## config.mk

```make
export PLATFORM = sky130hd
export DESIGN_NAME = cdb_arbiter
export DESIGN_NICKNAME = d
export VERILOG_FILES = /design/src/rtl/cdb_arbiter.sv
export SDC_FILE = /design/constraint.sdc
export NUM_CORES = 1
export LEC_CHECK = 0
export ABC_AREA = 1
export CAP_MARGIN = 20
export CORE_MARGIN = 4
export CORE_UTILIZATION = 53
export CTS_CLUSTER_DIAMETER = 60
export DETAILED_ROUTE_END_ITERATION = 12
export PLACE_DENSITY_LB_ADDON = 0.05
export SYNTH_ARGS = -nofsm -noshare
export SYNTH_HDL_FRONTEND = slang
export SYNTH_SLANG_ARGS = --single-unit
```

## constraint.sdc

```tcl
create_clock -name CLK -period 8.6 [get_ports CLK]
set_clock_uncertainty 0.05 [all_clocks]
set_input_delay 1.72 -clock CLK [delete_from_list [all_inputs] [get_ports CLK]]
set_output_delay 1.72 -clock CLK [all_outputs]
set_load 0.02 [all_outputs]
```

## src/rtl/cdb_arbiter.sv

```systemverilog
// cdb_arbiter: shares the register-file write port between the issue stage
// (rename tag writes) and NFU functional units (result completions), and
// broadcasts completions on the CDB. A shadow copy of the dependency tags
// drops register writes from completions whose destination was renamed again.
module cdb_arbiter #(
  parameter int NFU = 3,
  parameter int DW  = 16,
  parameter int TW  = 3,
  parameter int RW  = 3
) (
  input  logic                CLK,
  input  logic                CLR,
  input  logic                issueReq,
  input  logic [RW-1:0]       issueReg,
  input  logic [TW-1:0]       issueTag,
  output logic                issueAck,
  input  logic [NFU-1:0]      fuReq,
  input  logic [NFU*TW-1:0]   fuTag,
  input  logic [NFU*RW-1:0]   fuReg,
  input  logic [NFU*DW-1:0]   fuData,
  output logic [NFU-1:0]      fuAck,
  output logic                wren,
  output logic [RW-1:0]       numW,
  output logic [TW-1:0]       depW,
  output logic [DW-1:0]       dataW,
  output logic                cdbValid,
  output logic [TW-1:0]       cdbTag,
  output logic [DW-1:0]       cdbData
);

  localparam int PW   = (NFU > 1) ? $clog2(NFU) : 1;
  localparam int NREG = 1 << RW;

  // arbitration state
  logic [PW-1:0] rr_ptr_reg, rr_ptr_next;
  logic [1:0]    wait_cnt_reg, wait_cnt_next;
  logic [TW-1:0] shadow_reg [NREG];

  // per-FU payload views
  logic [TW-1:0] fu_tag_arr  [NFU];
  logic [RW-1:0] fu_reg_arr  [NFU];
  logic [DW-1:0] fu_data_arr [NFU];

  genvar gi;
  generate
    for (gi = 0; gi < NFU; gi++) begin : g_unpack
      assign fu_tag_arr[gi]  = fuTag[gi*TW +: TW];
      assign fu_reg_arr[gi]  = fuReg[gi*RW +: RW];
      assign fu_data_arr[gi] = fuData[gi*DW +: DW];
    end
  endgenerate

  // round-robin scan results
  logic          fu_found;
  logic [PW-1:0] fu_sel;
  logic [PW-1:0] scan_idx;
  logic [PW:0]   scan_sum;
  logic [TW-1:0] sel_tag;
  logic [RW-1:0] sel_reg;
  logic [DW-1:0] sel_data;

  // find the first requesting FU at or above rr_ptr, wrapping mod NFU
  always_comb begin
    fu_found = 1'b0;
    fu_sel   = '0;
    scan_idx = '0;
    scan_sum = '0;
    sel_tag  = '0;
    sel_reg  = '0;
    sel_data = '0;
    for (int k = 0; k < NFU; k++) begin
      scan_sum = {1'b0, rr_ptr_reg} + (PW+1)'(k);
      if (scan_sum >= (PW+1)'(NFU)) begin
        scan_sum = scan_sum - (PW+1)'(NFU);
      end
      scan_idx = scan_sum[PW-1:0];
      if (!fu_found && fuReq[scan_idx]) begin
        fu_found = 1'b1;
        fu_sel   = scan_idx;
        sel_tag  = fu_tag_arr[scan_idx];
        sel_reg  = fu_reg_arr[scan_idx];
        sel_data = fu_data_arr[scan_idx];
      end
    end
  end

  // grant decision; issue preempts FUs once it has waited two cycles
  logic issue_pri, issue_grant, fu_grant, shadow_hit;
  assign issue_pri   = issueReq && (wait_cnt_reg == 2'd2);
  assign issue_grant = !CLR && issueReq && (issue_pri || !fu_found);
  assign fu_grant    = !CLR && fu_found && !issue_pri;
  assign shadow_hit  = (shadow_reg[sel_reg] == sel_tag);

  assign issueAck = issue_grant;
  assign fuAck    = fu_grant ? (NFU'(1) << fu_sel) : '0;

  // next-state values for pointers, shadow write and output registers
  logic          shadow_we;
  logic [RW-1:0] shadow_waddr;
  logic [TW-1:0] shadow_wdata;
  logic          wren_next, cdb_valid_next;
  logic [RW-1:0] num_w_next;
  logic [TW-1:0] dep_w_next, cdb_tag_next;
  logic [DW-1:0] data_w_next, cdb_data_next;

  // compute the write-port / CDB contents for the transfer happening now
  always_comb begin
    rr_ptr_next    = rr_ptr_reg;
    wait_cnt_next  = wait_cnt_reg;
    shadow_we      = 1'b0;
    shadow_waddr   = '0;
    shadow_wdata   = '0;
    wren_next      = 1'b0;
    num_w_next     = '0;
    dep_w_next     = '0;
    data_w_next    = '0;
    cdb_valid_next = 1'b0;
    cdb_tag_next   = '0;
    cdb_data_next  = '0;

    if (!issueReq || issue_grant) begin
      wait_cnt_next = 2'd0;
    end else if (wait_cnt_reg != 2'd3) begin
      wait_cnt_next = wait_cnt_reg + 2'd1;
    end

    if (issue_grant && (issueTag != '0)) begin
      wren_next    = 1'b1;
      num_w_next   = issueReg;
      dep_w_next   = issueTag;
      shadow_we    = 1'b1;
      shadow_waddr = issueReg;
      shadow_wdata = issueTag;
    end

    if (fu_grant) begin
      rr_ptr_next = (fu_sel == PW'(NFU-1)) ? '0 : fu_sel + PW'(1);
      if (sel_tag != '0) begin
        cdb_valid_next = 1'b1;
        cdb_tag_next   = sel_tag;
        cdb_data_next  = sel_data;
        // only the current producer of the register may clear its tag
        if (shadow_hit) begin
          wren_next    = 1'b1;
          num_w_next   = sel_reg;
          data_w_next  = sel_data;
          shadow_we    = 1'b1;
          shadow_waddr = sel_reg;
          shadow_wdata = '0;
        end
      end
    end
  end

  // register arbitration state and outputs
  always_ff @(posedge CLK) begin
    if (CLR) begin
      rr_ptr_reg   <= '0;
      wait_cnt_reg <= 2'd0;
      wren         <= 1'b0;
      numW         <= '0;
      depW         <= '0;
      dataW        <= '0;
      cdbValid     <= 1'b0;
      cdbTag       <= '0;
      cdbData      <= '0;
    end else begin
      rr_ptr_reg   <= rr_ptr_next;
      wait_cnt_reg <= wait_cnt_next;
      wren         <= wren_next;
      numW         <= num_w_next;
      depW         <= dep_w_next;
      dataW        <= data_w_next;
      cdbValid     <= cdb_valid_next;
      cdbTag       <= cdb_tag_next;
      cdbData      <= cdb_data_next;
    end
  end

  // shadow dependency table, cleared on reset
  always_ff @(posedge CLK) begin
    if (CLR) begin
      for (int e = 0; e < NREG; e++) begin
        shadow_reg[e] <= '0;
      end
    end else if (shadow_we) begin
      shadow_reg[shadow_waddr] <= shadow_wdata;
    end
  end

endmodule

```

# After elaboration in Yosys (flattened, before gate mapping)
# Memory sizes are Yosys's and may differ from the RTL's.
# Index checks and enable logic that the tools add are counted.
dict set report totals {
  reg_bits 47
  mem_bits_rw 24
  input_bits 78
  out_inout_bits 47
  elab_cells 134
  memories 1
}
# memory depth word_bits read_ports rd_ports_with_merged_regs wr line_no
set mem_list {}
lappend mem_list {shadow_reg 8 3 1 0 8 37} ;# logic [TW-1:0] shadow_reg [NREG];
dict set report op_classes {
  add_sub_neg 7
  n_lt_le_gt_ge 9
  eq_ne 4
  shift 1
  mux 74
  bitwise 6
  reduce_logical 23
}
# op n
set ops {}
lappend ops {{two-way mux 16 bit} 9}
lappend ops {{binary-select mux 16 bit (select 2 bit)} 3}
lappend ops {{two-way mux 3 bit} 29}
lappend ops {{binary-select mux 3 bit (select 2 bit)} 6}
lappend ops {{two-way mux 1 bit} 17}
lappend ops {{two-way mux 2 bit} 7}
lappend ops {{>= comparator 3 bit, second input constant} 3}
lappend ops {{< comparator 2 x 3 -> 1 bit, second input constant} 3}
lappend ops {{inverter 2 -> 3 bit} 3}
lappend ops {{logical AND 1 bit} 8}
lappend ops {{binary-select mux 1 bit (select 2 bit)} 3}
lappend ops {{>= comparator 3 x 2 -> 1 bit, second input constant} 2}
lappend ops {{logical NOT 1 bit} 6}
lappend ops {{nonzero test 3 bit} 2}
lappend ops {{OR reduction 3 bit} 2}
lappend ops {{subtractor 2 bit, second input constant} 3}
lappend ops {{adder 2 x 1 -> 2 bit, second input constant} 2}
lappend ops {{== test 2 bit, second input constant} 2}
lappend ops {{OR reduction 2 bit} 2}
lappend ops {{OR reduction 4 bit} 1}
lappend ops {{adder 2 x 1 -> 3 bit, second input constant} 1}
lappend ops {{adder 2 x 2 -> 3 bit, second input constant} 1}
lappend ops {{== test 3 bit} 1}
lappend ops {{inverter 1 bit} 3}
lappend ops {{other kinds (4)} 5}

# Longest topological paths before layout
# Gate-level depths: netlist (run 1).
dict set report logic_depth {
  word_depth 24
  ltp_mapped 24
  mapped_depth_nobuf 23
}

# Worst setup path after synthesis (run 1)
# Ideal clock, no wire load.
dict set report synth_timing {
  path_kind {input-to-output}
  from {input fuReq[0]}
  to {output fuAck[0]}
  arrival_time_ns 3.175
  required_ns 6.830
  setup_slack_ns 3.655
  stages 10
  n_path_buf 0
  path_cell_list {or2_1 > nand3_1 > nand2_2 > nand3_4 > inv_2 > nand2_1 > clkinv_1 > a211oi_1 > nand2_1 > nor2_1}
}
dict set report synth_via {
  elab_chain_len 12
  elab_cells_between_ends 20
  cone_classes {shift (1); mux (13); reduce/logical (6)}
}
# item line_no
set synth_lines {}
lappend synth_lines {{from (decl)} 17} ;# input logic [NFU-1:0] fuReq,
lappend synth_lines {{binary-select mux 1 bit (select 2 bit)} 77} ;# if (!fu_found && fuReq[scan_idx]) begin
lappend synth_lines {{two-way mux 1 bit (not written as such)} 77}
lappend synth_lines {{two-way mux 1 bit} 77}
lappend synth_lines {{logical NOT 1 bit} 77}
lappend synth_lines {{logical AND 1 bit} 77}
lappend synth_lines {{two-way mux 1 bit} 77}
lappend synth_lines {{logical NOT 1 bit} 77}
lappend synth_lines {{logical AND 1 bit} 77}
lappend synth_lines {{two-way mux 1 bit} 77}
lappend synth_lines {{logical AND 1 bit (2 in series)} 91} ;# assign fu_grant = !CLR && fu_found && !issue_pri;
lappend synth_lines {{two-way mux 3 bit (*)} 95} ;# assign fuAck = fu_grant ? (NFU'(1) << fu_sel) : '0;
lappend synth_lines {{to (decl)} 21} ;# output logic [NFU-1:0] fuAck,
# Every way passes the cells marked *; elsewhere a longest branch is shown, timed or not. The select of a mux whose other input is x is not followed.

# Final worst setup path (run 1)
dict set report layout_timing {
  from {register rr_ptr_reg[0]}
  to {output fuAck[1]}
}
dict set report layout_via {
  elab_chain_len 14
  elab_cells_between_ends 31
  cone_classes {add/sub (5); order compare (3); shift (1); mux (16); reduce/logical (6)}
}
# item line_no
set layout_lines {}
lappend layout_lines {{from (decl)} 35} ;# logic [PW-1:0] rr_ptr_reg, rr_ptr_next;
lappend layout_lines {{from (signal assigned)} 168} ;# rr_ptr_reg <= rr_ptr_next;
lappend layout_lines {{parallel branches: the longest is 13 deep, another holds adder 2 x 1 -> 3 bit} --}
lappend layout_lines {{two-way mux 3 bit (*)} 95}
# Every way passes the cells marked *. The select of a mux whose other input is x is not followed.

==> results.txt, run 1 <==
number of DRC markers after the initial detailed-route iteration = 403
final critical-path share of the clock period = 79.6%
I/O pin count = 125
floorplan die height = 102 um
portion of total power attributed to sequential cells = 20.4%
sequential share of the synthesized area = 35.4%
slowest stage cell on the critical path = nand2_1
CTS buffer count = 9
transition time at the pin with the least slew margin = 1.06 ns
HP Class = reg -> reg
Layout Nets = 858
leakage dissipation = 0.00253 uW
predominant post-synthesis flop cell = dfxtp_1
share of the synthesized area in the top cell type = 20.0%
critical path data arrival time = 5.08 ns
worst slack on hold paths = 0.449 ns
clock period minus worst slack = 6.85 ns
cell taking the most area after synthesis = dfxtp_1
portion of total power attributed to combinational logic = 67.5%
Port-buffer cells = 124
wire length of the first global-routing pass = 23,000 um
post-CTS repair timing setup buffer count = 0
Crit. Startpoint = rr_ptr_reg[0]
yosys synthesis warning count = 0
Initial Utilization = 54.1%
H-tree depth = 3
number of vias per cell = 5.75
fill cell instance count of the final layout = 744
CTS resizes = 0
max FFs per register = 24
insertion delay to the later sink of the worst-skew pair = 0.35 ns
Crit path largest cell delay = 0.66 ns
Congestion Overflow GR = 0
launch instance of the worst register-to-register path = rr_ptr_reg[0]
Die ar. = 0.0104 mm2
pin count of the biggest net entering global routing = 62
combined area of all synthesized cells = 0.00470 mm2
Total Routing Usage GR = 28.2%
cells along the critical path = inv_1 -> ha_2 -> inv_2 -> nand2_1 -> nor2_1 -> inv_2 -> nand2_4 -> inv_2 -> nand3_4 -> inv_2 -> nand2_1 -> clkinv_1 -> a211oi_1 -> nand2_1 -> nor2_1 -> clkdlybuf4s50_1
Net Sw Frac = 51.5%
headroom to the max-slew limit = 29.3%
Power Internal = 1090 uW
Hold Buf Count CTS = 0
maximum operating frequency = 146 MHz
number of placement rows = 34
share of final-layout standard cells stronger than drive strength 1 = 8.08%
critical-path maximum fanout = 46
total DRC errors in the routed layout = 0
antenna violations before repair = 0
CP endpoint kind = primary output
clock edge transition at the registers on the reported setup and hold paths = 0.08 ns
DRT Pass-1 Iters = 5
Final Power = 2240 uW
most frequent cell on the critical path = inv_2
most common cell in the netlist = nand2_1
placeable core region = 0.00868 mm2
remaining number of nets flagged by the antenna check after routing = 0
Final GP Congestion = 0.942
largest vdd supply drop = 0.347 mV
Area Overhead vs Synth = 30.3%
final std cell area, no fill = 0.00612 mm2
Hold Path Origin = rr_ptr_reg[1]
number of buffers on the longest clock path = 2
instance area after placement = 0.00592 mm2
antenna fix cells = 0
commonest cells in the netlist = nand2_1, o21ai_0, inv_1
average instance area after synthesis = 6.98 um2
vias in the first global route = 4,786
Clock Sinks = 71
synth top area cells = dfxtp_1, edfxtp_1, o21ai_0, nand2_1, inv_1
RSZ-0062 raised after global routing = false
#FFs+latches synth = 71
gate count of the mapped netlist = 673
critical path class = reg -> out
cell chosen for the clock root = clkbuf_8
Fin. Hold Viols = 0
clock network fraction of total power = 12.1%
Fin Setup TNS = 0 ns
max-capacitance violation count = 0
synthesized net count = 756
die width = 102 um
net switching power figure = 1150 uW
fraction of synthesis flops using an asynchronous set or reset pin = 0%
outcome = complete, no violations
number of enable-type register cells in the synthesized netlist = 24
routed wire length per instance = 16.6 um
required time of the critical path = 6.83 ns
count of pins over their slew limit = 0
cell area power density = 366 mW/mm2
Detailed Place HPWL = 10,500 um
type of element launching the critical path = flop
clock tree from TritonCTS = yes
routed wire length = 14,700 um
post-synthesis cell type count = 42
routed via count = 5,104
final-report setup violation count = 0
==> critical path: cells and delay by family (launching register included) <==
kind,cells,cell delay (ns)
buffers and inverters,7,1.94
AND/OR/NAND/NOR,7,1.50
flip-flops,1,0.41
AO/OA/AOI/OAI,1,0.47
adder cells (fa/ha/maj),1,0.38
==> metal layers <==
layer	part of all wire, %	track usage (%)
met5	0	0
met4	2.6	10.3
met3	10	5.32
met2	47	47.9
met1	40	35.7
==> cells in the final DEF, fill, tap and decap left out, drive strengths merged, types with 4 or more instances in the layout <==
cell type	Yosys	layout
a221oi	16	16
nor2	84	84
a21oi	41	41
edfxtp	24	24
dfxtp	47	47
clkdlybuf4s50	0	124
o21ai	96	96
clkinv	2	5
inv	95	96
ha	5	5
nand2	122	122
a22o	16	16
nand3	63	63
nand3b	4	4
o22ai	6	6
clkbuf	19	10
==> path summary, 6_finish.rpt <==
check | endpoint | slack, ns | cells after the start
max | fuAck[1] | 1.75 | 16
min | rr_ptr_reg[1] | 0.45 | 2
max reg2reg | shadow_reg[2][1] | 3.22 | 20
min reg2reg | rr_ptr_reg[1] | 0.45 | 2
==> final cells by class <==
class	count	area, um2	share of cell area, %
well taps	108	135	2.21
clock buffers	10	128	2.08
clock inverters	6	61.3	1.00
repair buffers	125	1260	20.5
flip-flops and latches	71	1660	27.1
inverters	97	367	5.99
multi-input cells	471	2510	41.1
==> stage by stage <==
step / util [%] / worst slack, ns / std cells
6_report: 70.5 / 1.75 / 888
3_5_place_dp: 68.2 / 2.14 / 871
5_1_grt: 70.5 / 1.43 / 888
4_1_cts: 70.4 / 1.85 / 887
3_3_place_gp: 68.2 / 2.21 / 871
2_1_floorplan: - / 3.66 / 673
==> power groups by stage <==
stage | sequential [uW] | combinational [uW] | clock (uW)
after floorplan | 535 | 1020 | 0
after global placement | 461 | 1450 | 0
after detailed placement | 464 | 1480 | 0
after CTS | 457 | 1480 | 271
after global routing | 464 | 1660 | 284
final | 457 | 1510 | 270
==> kinds of logic (layout without fill, tap and decap cells) <==
group	count (synthesis)	in the layout	synth area share (%)
buffers and inverters	131	238	11.2
adder cells (fa/ha/maj)	5	5	1.33
AND/OR/NAND/NOR	279	279	28.4
flip-flops	71	71	35.4
XOR/XNOR	1	1	0.186
AO/OA/AOI/OAI	186	186	23.6
(Power assumes the default switching activity.)
==> run 2: changes to the inputs <==
--- a/config.mk
+++ b/config.mk
@@ -8,7 +8,7 @@
 export ABC_AREA = 1
 export CAP_MARGIN = 20
 export CORE_MARGIN = 4
-export CORE_UTILIZATION = 53
+export CORE_UTILIZATION = 49
 export CTS_CLUSTER_DIAMETER = 60
 export DETAILED_ROUTE_END_ITERATION = 12
 export PLACE_DENSITY_LB_ADDON = 0.05
==> constraint.sdc (replaced) <==
create_clock -name CLK -period 7 [get_ports CLK]
set_clock_uncertainty 0.05 [all_clocks]
set_input_delay 1.4 -clock CLK [delete_from_list [all_inputs] [get_ports CLK]]
set_output_delay 1.4 -clock CLK [all_outputs]
set_load 0.02 [all_outputs]
==> run 2 against run 1 <==
Effect of this change: global-route usage is 1.5 points lower; worst setup slack lost 0.72 ns; first-iteration DRC count down 13%; combinational power is 24% higher; clock power grew 40%; design area rose by 1.4%; highest routed layer unchanged; final cell count increased by 2.7%; via count decreased by 0.65%; register-to-register slack got worse by 1.5 ns; sequential share of layout area down 0.37 points; sequential power rose by 23%; non-clock buffer count grew 3.
==> results.txt, run 2 (synthesized netlist as in run 1, its figures left out) <==
outcome = complete, no violations (unchanged)
clock tree from TritonCTS = yes (unchanged)
slowest stage cell on the critical path = nand2_1 (unchanged)
Hold Path Origin = rr_ptr_reg[1] (unchanged)
clock edge transition at the registers on the reported setup and hold paths = 0.09 ns (was 0.08 ns)
Crit. Startpoint = rr_ptr_reg[0] (unchanged)
HP Class = reg -> reg (unchanged)
number of vias per cell = 5.56 (was 5.75)
end point of the worst hold path = rr_ptr_reg[1] (unchanged)
critical path data arrival time = 4.52 ns (was 5.08 ns)
critical-path maximum fanout = 46 (unchanged)
Total Routing Usage GR = 26.7% (was 28.2%)
leakage dissipation = 0.00256 uW (was 0.00253 uW)
most common library cell in the layout ignoring fill and taps = clkdlybuf4s50_1 (unchanged)
antenna violations before repair = 0 (unchanged)
Layout Nets = 861 (was 858)
floorplan die height = 106 um (was 102 um)
total DRC errors in the routed layout = 0 (unchanged)
r2r setup slk = 1.68 ns (was 3.22 ns)
max-capacitance violation count = 0 (unchanged)
RSZ-0062 raised after global routing = false (unchanged)
Hold Buf Count CTS = 0 (unchanged)
instance area after placement = 0.00597 mm2 (was 0.00592 mm2)
number of placement rows = 35 (was 34)
share of final-layout standard cells stronger than drive strength 1 = 8.43% (was 8.08%)
count of pins over their slew limit = 0 (unchanged)
CTS resizes = 0 (unchanged)
worst r2r dst = shadow_reg[2][2] (was shadow_reg[2][1])
Fin. Hold Viols = 0 (unchanged)
Area Overhead vs Synth = 32.1% (was 30.3%)
type of element launching the critical path = flop (unchanged)
final-report setup violation count = 0 (unchanged)
DRT Pass-1 Iters = 5 (unchanged)
Port-buffer cells = 124 (unchanged)
required time of the critical path = 5.55 ns (was 6.83 ns)
CP endpoint kind = primary output (unchanged)
largest vdd supply drop = 0.323 mV (was 0.347 mV)
Crit path largest cell delay = 0.64 ns (was 0.66 ns)
remaining number of nets flagged by the antenna check after routing = 0 (unchanged)
depth of the worst register-to-register path = 20 (unchanged)
fill cell instance count of the final layout = 836 (was 744)
footprint of the multi-input gates = 0.00251 mm2 (unchanged)
most frequent cell on the critical path = inv_2 (unchanged)
Clock Sinks = 71 (unchanged)
I/O pin count = 125 (unchanged)
final std cell area, no fill = 0.00621 mm2 (was 0.00612 mm2)
Final Power = 2810 uW (was 2240 uW)
Post-Place Worst Slack = 1.50 ns (was 2.14 ns)
cells along the critical path = inv_1 -> ha_2 -> inv_2 -> nand2_1 -> nor2_1 -> inv_2 -> nand2_4 -> inv_2 -> nand3_4 -> inv_2 -> nand2_1 -> clkinv_1 -> a211oi_1 -> nand2_1 -> nor2_1 -> clkdlybuf4s50_1 (unchanged)
die width = 106 um (was 102 um)
pin count of the biggest net entering global routing = 62 (unchanged)
final critical-path share of the clock period = 85.3%
max FFs per register = 24 (unchanged)
transition time at the pin with the least slew margin = 0.715 ns (was 1.06 ns)
number of buffers on the longest clock path = 2 (unchanged)
Final GP Congestion = 0.881 (was 0.942)
final setup slack of the worst path = 1.03 ns (was 1.75 ns)
H-tree depth = 3 (unchanged)
maximum operating frequency = 168 MHz
Initial Utilization = 50.6% (was 54.1%)
routed wire length = 14,900 um (was 14,700 um)
number of DRC markers after the initial detailed-route iteration = 352 (was 403)
post-CTS repair timing setup buffer count = 0 (unchanged)
vias in the first global route = 4,919 (was 4,786)
CTS buffer count = 9 (unchanged)
cell area power density = 452 mW/mm2 (was 366 mW/mm2)
Detailed Place HPWL = 10,800 um (was 10,500 um)
antenna fix cells = 0 (unchanged)
Congestion Overflow GR = 0 (unchanged)
cell chosen for the clock root = clkbuf_8 (unchanged)
routed via count = 5,071 (was 5,104)
launch instance of the worst register-to-register path = rr_ptr_reg[0] (unchanged)
critical path class = reg -> out (unchanged)
placeable core region = 0.00928 mm2 (was 0.00868 mm2)
insertion delay to the later sink of the worst-skew pair = 0.36 ns (was 0.35 ns)
clock period minus worst slack = 5.97 ns
worst hold path cell count = 2 (unchanged)
Die ar. = 0.0112 mm2 (was 0.0104 mm2)
wire length of the first global-routing pass = 23,900 um (was 23,000 um)
headroom to the max-slew limit = 52.2% (was 29.3%)
sequential standard cell area = 0.00166 mm2 (unchanged)
leading cell types in the layout, fill and taps excluded = clkdlybuf4s50_1, nand2_1, o21ai_0 (unchanged)
Fin Setup TNS = 0 ns (unchanged)
routed wire length per instance = 16.3 um (was 16.6 um)
==> run 2: cell count changes in the layout (fill, tap and decap cells not counted), sizes merged <==
cell	previous run	this run
bufinv	1	2
clkinvlp	1	2
buf	1	4
clkinv	5	3
==> run 2: worst max path at each step <==
stage	end	slack [ns]
finish	fuAck[0]	1.03
global route	fuAck[0]	0.73
detailed placement	fuAck[0]	1.50
floorplan	fuAck[0]	2.70
CTS	fuAck[0]	1.09
global placement	fuAck[0]	1.57
==> run 2: layer usage <==
metal / global-route usage, % / share of wire (%) / vias up
met1: 32.6 / 41 / 2327
met5: 0 / 0 / -
met4: 9.34 / 1.9 / 0
met3: 5.53 / 8.4 / 21
li1: - / - / 2472
met2: 46.6 / 49 / 251
==> run 2: power breakdown <==
group | internal, uW | switching (uW)
logic | 647 | 1220
registers | 531 | 29.9
clock network | 203 | 174
total | 1380 | 1430
==> run 2: layout make-up <==
type                            count  area share (%)
Clock buffer                       10            2.06
Clock inverter                      6            1.49
Inverter                           97            5.91
Multi-Input combinational cell    471            40.5
Sequential cell                    71            26.8
Tap cell                          129            2.60
Timing Repair Buffer              128            20.7
==> run 2: stage by stage <==
stage / hold WS (ns) / instances / util [%]
2_1_floorplan: 0.406 / 673 / -
3_3_place_gp: 0.431 / 895 / 64.3
3_5_place_dp: 0.442 / 895 / 64.3
4_1_cts: 0.453 / 911 / 66.6
5_1_grt: 0.487 / 912 / 66.9
6_report: 0.456 / 912 / 66.9
==> run 2: worst max-delay path: cells and delay by family, from the launching register on <==
kind | cells | cell delay (ns)
AOI/OAI and AO/OA | 1 | 0.33
adders and majority gates | 1 | 0.39
buffers and inverters | 7 | 1.55
DFF | 1 | 0.39
and+or+nand+nor | 7 | 1.47
